===== src/rtl/stack_unit.sv =====
// Operand stack for the stack machine: entry storage, occupancy count and sticky fault flags.
// TOS/NOS/sp/empty/full decode combinationally; one stack operation commits per rising edge.
module stack_unit #(
  parameter int REG_BITS = 32,
  parameter int DEPTH    = 16,
  parameter int CNT_BITS = $clog2(DEPTH) + 1
) (
  input  logic                clk,
  input  logic                rst_n,
  input  logic [2:0]          op,
  input  logic [REG_BITS-1:0] wdata,
  input  logic                clr_err,
  output logic [REG_BITS-1:0] tos,
  output logic [REG_BITS-1:0] nos,
  output logic [CNT_BITS-2:0] sp,
  output logic [CNT_BITS-1:0] count,
  output logic                empty,
  output logic                full,
  output logic                overflow,
  output logic                underflow
);

  localparam int IDX_BITS = CNT_BITS - 1;

  localparam logic [2:0] OP_NOP  = 3'b000;
  localparam logic [2:0] OP_PUSH = 3'b001;
  localparam logic [2:0] OP_POP  = 3'b010;
  localparam logic [2:0] OP_REPL = 3'b011;
  localparam logic [2:0] OP_BIN  = 3'b100;

  localparam logic [CNT_BITS-1:0] ONE   = CNT_BITS'(1);
  localparam logic [CNT_BITS-1:0] TWO   = CNT_BITS'(2);
  localparam logic [CNT_BITS-1:0] CAP   = CNT_BITS'(DEPTH);

  logic [REG_BITS-1:0] mem_q [DEPTH];
  logic [CNT_BITS-1:0] count_q, count_d;
  logic                overflow_q, overflow_d;
  logic                underflow_q, underflow_d;

  logic                we;
  logic [IDX_BITS-1:0] waddr;
  logic [IDX_BITS-1:0] tos_idx;
  logic [IDX_BITS-1:0] nos_idx;

  // Truncation makes the empty-stack sp come out as DEPTH-1 for free.
  assign tos_idx = IDX_BITS'(count_q - ONE);
  assign nos_idx = IDX_BITS'(count_q - TWO);

  assign count     = count_q;
  assign empty     = (count_q == '0);
  assign full      = (count_q == CAP);
  assign sp        = tos_idx;
  assign tos       = empty ? '0 : mem_q[tos_idx];
  assign nos       = (count_q < TWO) ? '0 : mem_q[nos_idx];
  assign overflow  = overflow_q;
  assign underflow = underflow_q;

  always_comb begin
    count_d     = count_q;
    overflow_d  = overflow_q & ~clr_err;
    underflow_d = underflow_q & ~clr_err;
    we          = 1'b0;
    waddr       = tos_idx;
    case (op)
      OP_PUSH: begin
        if (!full) begin
          we      = 1'b1;
          waddr   = IDX_BITS'(count_q);
          count_d = count_q + ONE;
        end else begin
          overflow_d = 1'b1;
        end
      end
      OP_POP: begin
        if (!empty) count_d = count_q - ONE;
        else        underflow_d = 1'b1;
      end
      OP_REPL: begin
        if (!empty) begin
          we    = 1'b1;
          waddr = tos_idx;
        end else begin
          underflow_d = 1'b1;
        end
      end
      OP_BIN: begin
        if (count_q >= TWO) begin
          we      = 1'b1;
          waddr   = nos_idx;
          count_d = count_q - ONE;
        end else begin
          underflow_d = 1'b1;
        end
      end
      OP_NOP:  ;
      default: ;
    endcase
  end

  always_ff @(posedge clk) begin
    if (!rst_n) begin
      count_q     <= '0;
      overflow_q  <= 1'b0;
      underflow_q <= 1'b0;
    end else begin
      count_q     <= count_d;
      overflow_q  <= overflow_d;
      underflow_q <= underflow_d;
    end
  end

  // Storage is never cleared; reset only suppresses the write in flight.
  always_ff @(posedge clk) begin
    if (rst_n && we) mem_q[waddr] <= wdata;
  end

endmodule

===== config.mk =====
export PLATFORM = sky130hd
export DESIGN_NAME = stack_unit
export DESIGN_NICKNAME = d
export VERILOG_FILES = /design/src/rtl/stack_unit.sv
export SDC_FILE = /design/constraint.sdc
export NUM_CORES = 1
export LEC_CHECK = 0
export ABC_AREA = 1
export CAP_MARGIN = 15
export CORE_ASPECT_RATIO = 0.5
export CORE_UTILIZATION = 50
export DETAILED_ROUTE_END_ITERATION = 10
export HOLD_SLACK_MARGIN = 0.08
export MAX_ROUTING_LAYER = met4
export PLACE_DENSITY_LB_ADDON = 0.08
export SYNTH_ARGS = -nofsm -noshare
export SYNTH_HDL_FRONTEND = slang
export SYNTH_SLANG_ARGS = --single-unit

===== constraint.sdc =====
create_clock -name clk -period 9.5 [get_ports clk]
set_input_delay 1.9 -clock clk [delete_from_list [all_inputs] [get_ports clk]]
set_output_delay 1.9 -clock clk [all_outputs]
set_load 0.005 [all_outputs]

### Word-level counts from Yosys, hierarchy flattened

Memories as Yosys holds them, arrays and structs flattened.
Index checks and enable logic that the tools add are counted.

* reduce and logical (&&, ||, !) cells: 5
* mux-type cells: 20
* bitwise logic cells: 3
* order comparisons: 2
* equal/unequal tests: 8
* add/sub/neg operators: 3

Operators by type and width (count)
* 2-to-1 mux 32 bit: 2
* 2-to-1 mux 5 bit: 3
* one-hot mux 5 bit (3 select lines): 1
* 2-to-1 mux 1 bit: 9
* 2-to-1 mux 4 bit: 2
* one-hot mux 4 bit (2 select lines): 1
* equality test 3 x 2 -> 1 bit, second input constant: 2
* inequality test 2 bit, second input constant: 3
* adder 5 x 1 -> 5 bit, second input constant: 1
* equality test 5 bit, second input constant: 1
* >= comparator 5 x 2 -> 1 bit, second input constant: 1
* zero test 5 bit: 1
* less-than comparator 5 x 2 -> 1 bit, second input constant: 1
* subtractor 5 x 1 -> 5 bit, second input constant: 1
* AND reduction 4 bit: 1
* subtractor 4 x 2 -> 4 bit, second input constant: 1
* equality test 3 x 1 -> 1 bit, second input constant: 1
* equality test 3 bit, second input constant: 1
* one-hot mux 1 bit (3 select lines): 1
* nonzero test 3 bit: 1
* AND 1 bit: 2
* one-hot mux 1 bit (2 select lines): 1
* OR reduction 2 bit: 1
* logical AND 1 bit: 1
* inverter 1 bit: 1

* flip-flop bits (word level): 7
* output and inout bits: 77
* memory bits (writable): 512
* memories kept: 1
* bits of input ports: 38
* logic and storage cells: 45

Memories
* mem_q: words 16, bits a word 32, rd ports 2, clocked after Yosys merged registers in 0, wr ports 1, RTL line 35 `logic [REG_BITS-1:0] mem_q [DEPTH];`

### Logic depth before layout (Yosys ltp)

* word-level depth: 6
* gate-level depth with buffers: 16
* depth with buffers taken out: 12

### Worst setup path after synthesis

No wires, ideal clock.

* path kind: input port to flip-flop
* from: input port op[2]
* to: memory mem_q[4][0], enable pin
* slack: 5.042 ns
* buffers on the path: 0
* data required time: 9.079 ns
* library setup time: 0.421 ns
* stages: 9
* data arrival time: 4.037 ns
* path through: inv_1 nand3_1 inv_1 nand2_2 o21ai_1 inv_1 nand2_1 nand2_1 nor2_1

* longest elaborated chain between the ends: 5

RTL lines
* start, declared: RTL line 10 `input logic [2:0] op,`
* equality test 3 bit, or another cell as far along: RTL line 64 `case (op)`
* one-hot mux 1 bit (3 select lines): RTL line 64
* logical AND 1 bit: RTL line 114 `if (rst_n && we) mem_q[waddr] <= wdata;`
* 2-to-1 mux 1 bit: RTL line 114
* 2-to-1 mux 1 bit (not written as such): RTL line 114
* end, declared: RTL line 35

Parallel ways exist; a longest one is shown, timed or not.

### Final worst setup path

* from: register count_q[0] (netlist: count[0])
* to: output port tos[16]

* longest elaborated chain between the ends: 3

RTL lines
* start, declared: RTL line 36 `logic [CNT_BITS-1:0] count_q, count_d;`
* start signal, assigned: RTL line 106 `count_q <= count_d;`
* subtractor 5 x 1 -> 5 bit
* memory (16 x 32 bit)
* 2-to-1 mux 32 bit (*): RTL line 53 `assign tos = empty ? '0 : mem_q[tos_idx];`
* end, declared: RTL line 13 `output logic [REG_BITS-1:0] tos,`

Mark *: on every way between the ends. The rest lies on a longest branch, timed or not.

==> summary.txt <==
Timing
  – Worst clock skew: 0.0245 ns
  – Slew margin rel.: 0.194
  – Fmax: ~140 MHz
  – Fin. Hold Viols: 0
  – RSZ-0062 raised after global routing: no
  – Worst-margin pin slew: 1.21 ns
  – TNS Setup: 0 ns
  – Final Slew Violations: 0
  – Worst setup margin: 2.59 ns
  – Final worst path period share: 0.727
  – Fin crit period: a little under 7 ns
  – Setup Viol. Count Final: 0

Logic synthesis
  – Mapped cell area: 25800 um^2
  – Synth area leader: edfxtp_1
  – Synth Register Bits: 519
  – Synth area leaders: edfxtp_1, nand2_1, nand3_1, o21ai_0, o211ai_1
  – Synthesized instance count: between 2000 and 3000
  – EDFF count, synth: 512
  – Syn Nets: 2753
  – Synth top cells by count: edfxtp_1, nand2_1, nand3_1
  – Yosys cell types: 25
  – Register area share after synthesis: 0.601
  – Post-synth top area share: 0.596
  – Most common cell in the synthesized netlist: edfxtp_1
  – Post-synthesis async set-or-reset flop share: 0
  – Syn Area/Cell: approximately 9.5 um^2
  – Synth Flop Type: edfxtp_1
  – YS warnings: 0

Worst setup path
  – R2R cell count: 10
  – Critical Path End Type: output port
  – Worst R2R Start: count[0]$_SDFFE_PN0P_
  – Critical path class: reg2out
  – Setup crit start kind: register
  – Max FO, Critical Path: around 140
  – CP arrival: 5.01 ns
  – Worst R2R Setup Slack: 4.41 ns
  – Reg2reg end: mem_q[2][10]$_DFFE_PP_
  – Worst Path Required: 7.60 ns

Finish
  – Final Non-Filler Cells: between 3000 and 4000
  – Layout cells sized above 1: 0.0553
  – Core Util, Final: 0.573
  – P&R area growth vs syn: 12.2%
  – Final nets: 2739
  – Antenna cells: 0

Placed design
  – Dpl cells: 3333
  – Worst slack at placement: 3.25 ns
  – DP HPWL: 38900 um
  – Port Buffer Count: 114
  – GPL Wtd Cong: roughly 0.83

Min path
  – HP Class: reg2reg
  – Hold endpoint: overflow$_SDFF_PN0_
  – Hold path start: overflow$_SDFF_PN0_
  – Hold Path Depth: 2

Clock network
  – Total setup buffers inserted after CTS: 0
  – CTS buffer count: 49
  – H-tree Lvls: 2
  – CTS-repair resized insts: 0
  – Clock Path Buffers: 3
  – Root buffer cell: clkbuf_16
  – TritonCTS clock tree: built
  – CTS Hold Bufs: 0
  – CTS Sinks: ~520
  – Reg clk slew, reported paths: 0.07 ns
  – Clk Latency, worst-skew pair: 0.60 ns

Global routing
  – GR Util All Layers: 0.298
  – Vias in the first global route: 18800
  – Initial antenna violation count: 0
  – First-pass GRT wire length: 114000 um
  – GRT overflow: 0
  – Largest net degree at the start of global routing: between 200 and 300

Detailed routing
  – Drt wl/cell: 22.1 um
  – Routed Antenna Nets: 0
  – Drt pass-1 iters: 6
  – Total number of vias: 20700
  – Via-per-instance ratio: 6.03
  – WL final: approximately 76000 um
  – # DRC: 0
  – First DRT Iteration DRCs: 2400

Floorplan
  – Die Wd: between 300 and 400 um
  – Row count: 58
  – IO Count: 115
  – Starting Density: 0.510
  – DIE HEIGHT: 163 um
  – Die area: approximately 53000 um^2
  – Core ar.: 50600 um^2

Power and ir drop
  – Clock power share: 0.313
  – Switching power: 2050 uW
  – Switching portion of total power: 0.327
  – Maximum vdd drop: 0.134 mV
  – Flop pwr share: 0.412
  – Total internal power: 4230 uW
  – Power share of the combinational group: 0.276
  – Leak: 0.0102 uW
  – Pwr Total: 6280 uW
  – PwrDens: between 200 and 250 nW/um^2

Flow run
  – Max_cap viols: 0

Status
  – Status: finished clean
==> per-layer routing <==
layer	vias to the layer above	GRT usage	routed length [um]
met3	139	0.0441	6550
met2	922	0.467	34900
met4	0	0.0739	1620
li1	9626	-	-
met5	-	-	0
met1	9964	0.409	32700
==> how the worst max path moves through the flow <==
stage / from / depth (start not counted) / end
floorplan: op[2] / 9 / mem_q[4][0]$_DFFE_PP_
global placement: count[0]$_SDFFE_PN0P_ / 9 / tos[2]
detailed placement: count[0]$_SDFFE_PN0P_ / 9 / tos[2]
CTS: count[0]$_SDFFE_PN0P_ / 9 / tos[2]
global route: count[0]$_SDFFE_PN0P_ / 9 / tos[2]
finish: count[0]$_SDFFE_PN0P_ / 10 / tos[16]
==> flip-flops by register name, summed over array words and instances, names as in the netlist <==
register	flops
mem_q	512
count	5
overflow	1
underflow	1
==> power groups by stage <==
| stage | registers [uW] | clock network (uW) | logic [uW] |
|---|---|---|---|
| after floorplan | 2610 | 0 | 1020 |
| after global placement | 2630 | 0 | 1700 |
| final | 2590 | 1960 | 1730 |
| after global routing | 2590 | 2080 | 1880 |
| after CTS | 2590 | 2000 | 1720 |
| after detailed placement | 2640 | 0 | 1710 |
==> cells in the final DEF (no fill, tap or decap), types with 2 or more instances in the layout <==
cell | Yosys | routed
nand3_1 | 310 | 309
inv_8 | 0 | 2
xor2_1 | 3 | 3
nor3_1 | 24 | 24
clkinvlp_4 | 0 | 4
ha_4 | 0 | 2
nor2_1 | 222 | 206
nor2_4 | 0 | 17
clkinv_1 | 1 | 11
o21ai_1 | 9 | 9
clkinv_2 | 0 | 17
nand2_1 | 473 | 473
dfxtp_1 | 7 | 5
clkdlybuf4s50_1 | 0 | 114
edfxtp_1 | 512 | 512
o211ai_1 | 190 | 190
inv_1 | 155 | 150
ha_1 | 7 | 5
nand2_2 | 3 | 3
inv_2 | 3 | 3
o21ai_0 | 303 | 303
buf_12 | 0 | 2
clkbuf_1 | 128 | 4
dfxtp_4 | 0 | 2
a21oi_1 | 263 | 263
bufinv_16 | 0 | 4
buf_4 | 5 | 36
clkbuf_16 | 0 | 50
==> worst max-delay path, stage by stage (launching register included) <==
cell	delay, ns
dfxtp_4	0.92
inv_8	0.45
ha_1	0.47
xnor2_4	0.16
clkinv_2	0.65
buf_4	0.60
nand3_1	0.14
nand3_1	0.11
nand2_1	0.06
nor2_1	0.23
clkdlybuf4s50_1	0.55
==> kinds of logic after synthesis <==
family	share of synthesized area
AOI/OAI and AO/OA	0.167
xor gates and xnor gates	0.00199
adders and majority gates	0.00339
buffers and inverters	0.0590
DFF	0.601
and+or+nand+nor	0.167
==> through the flow <==
| step | hold WS (ns) | instance area (um^2) |
|---|---|---|
| after floorplan | 0.484 | 25800 |
| after global placement | 0.472 | 27400 |
| after detailed placement | 0.491 | 27400 |
| after CTS | 0.506 | 29000 |
| after global routing | 0.543 | 29000 |
| final | 0.500 | 29000 |
==> final cells by class <==
class                           count  area (um^2)
Fill cell                        4318        21600
Sequential cell                   519        15500
Multi-Input combinational cell   1813         8940
Timing Repair Buffer              152         1450
Clock buffer                       54         1270
Tap cell                          690          863
Inverter                          159          614
Clock inverter                     36          299
Note: power is estimated with default switching activity, not from simulation.
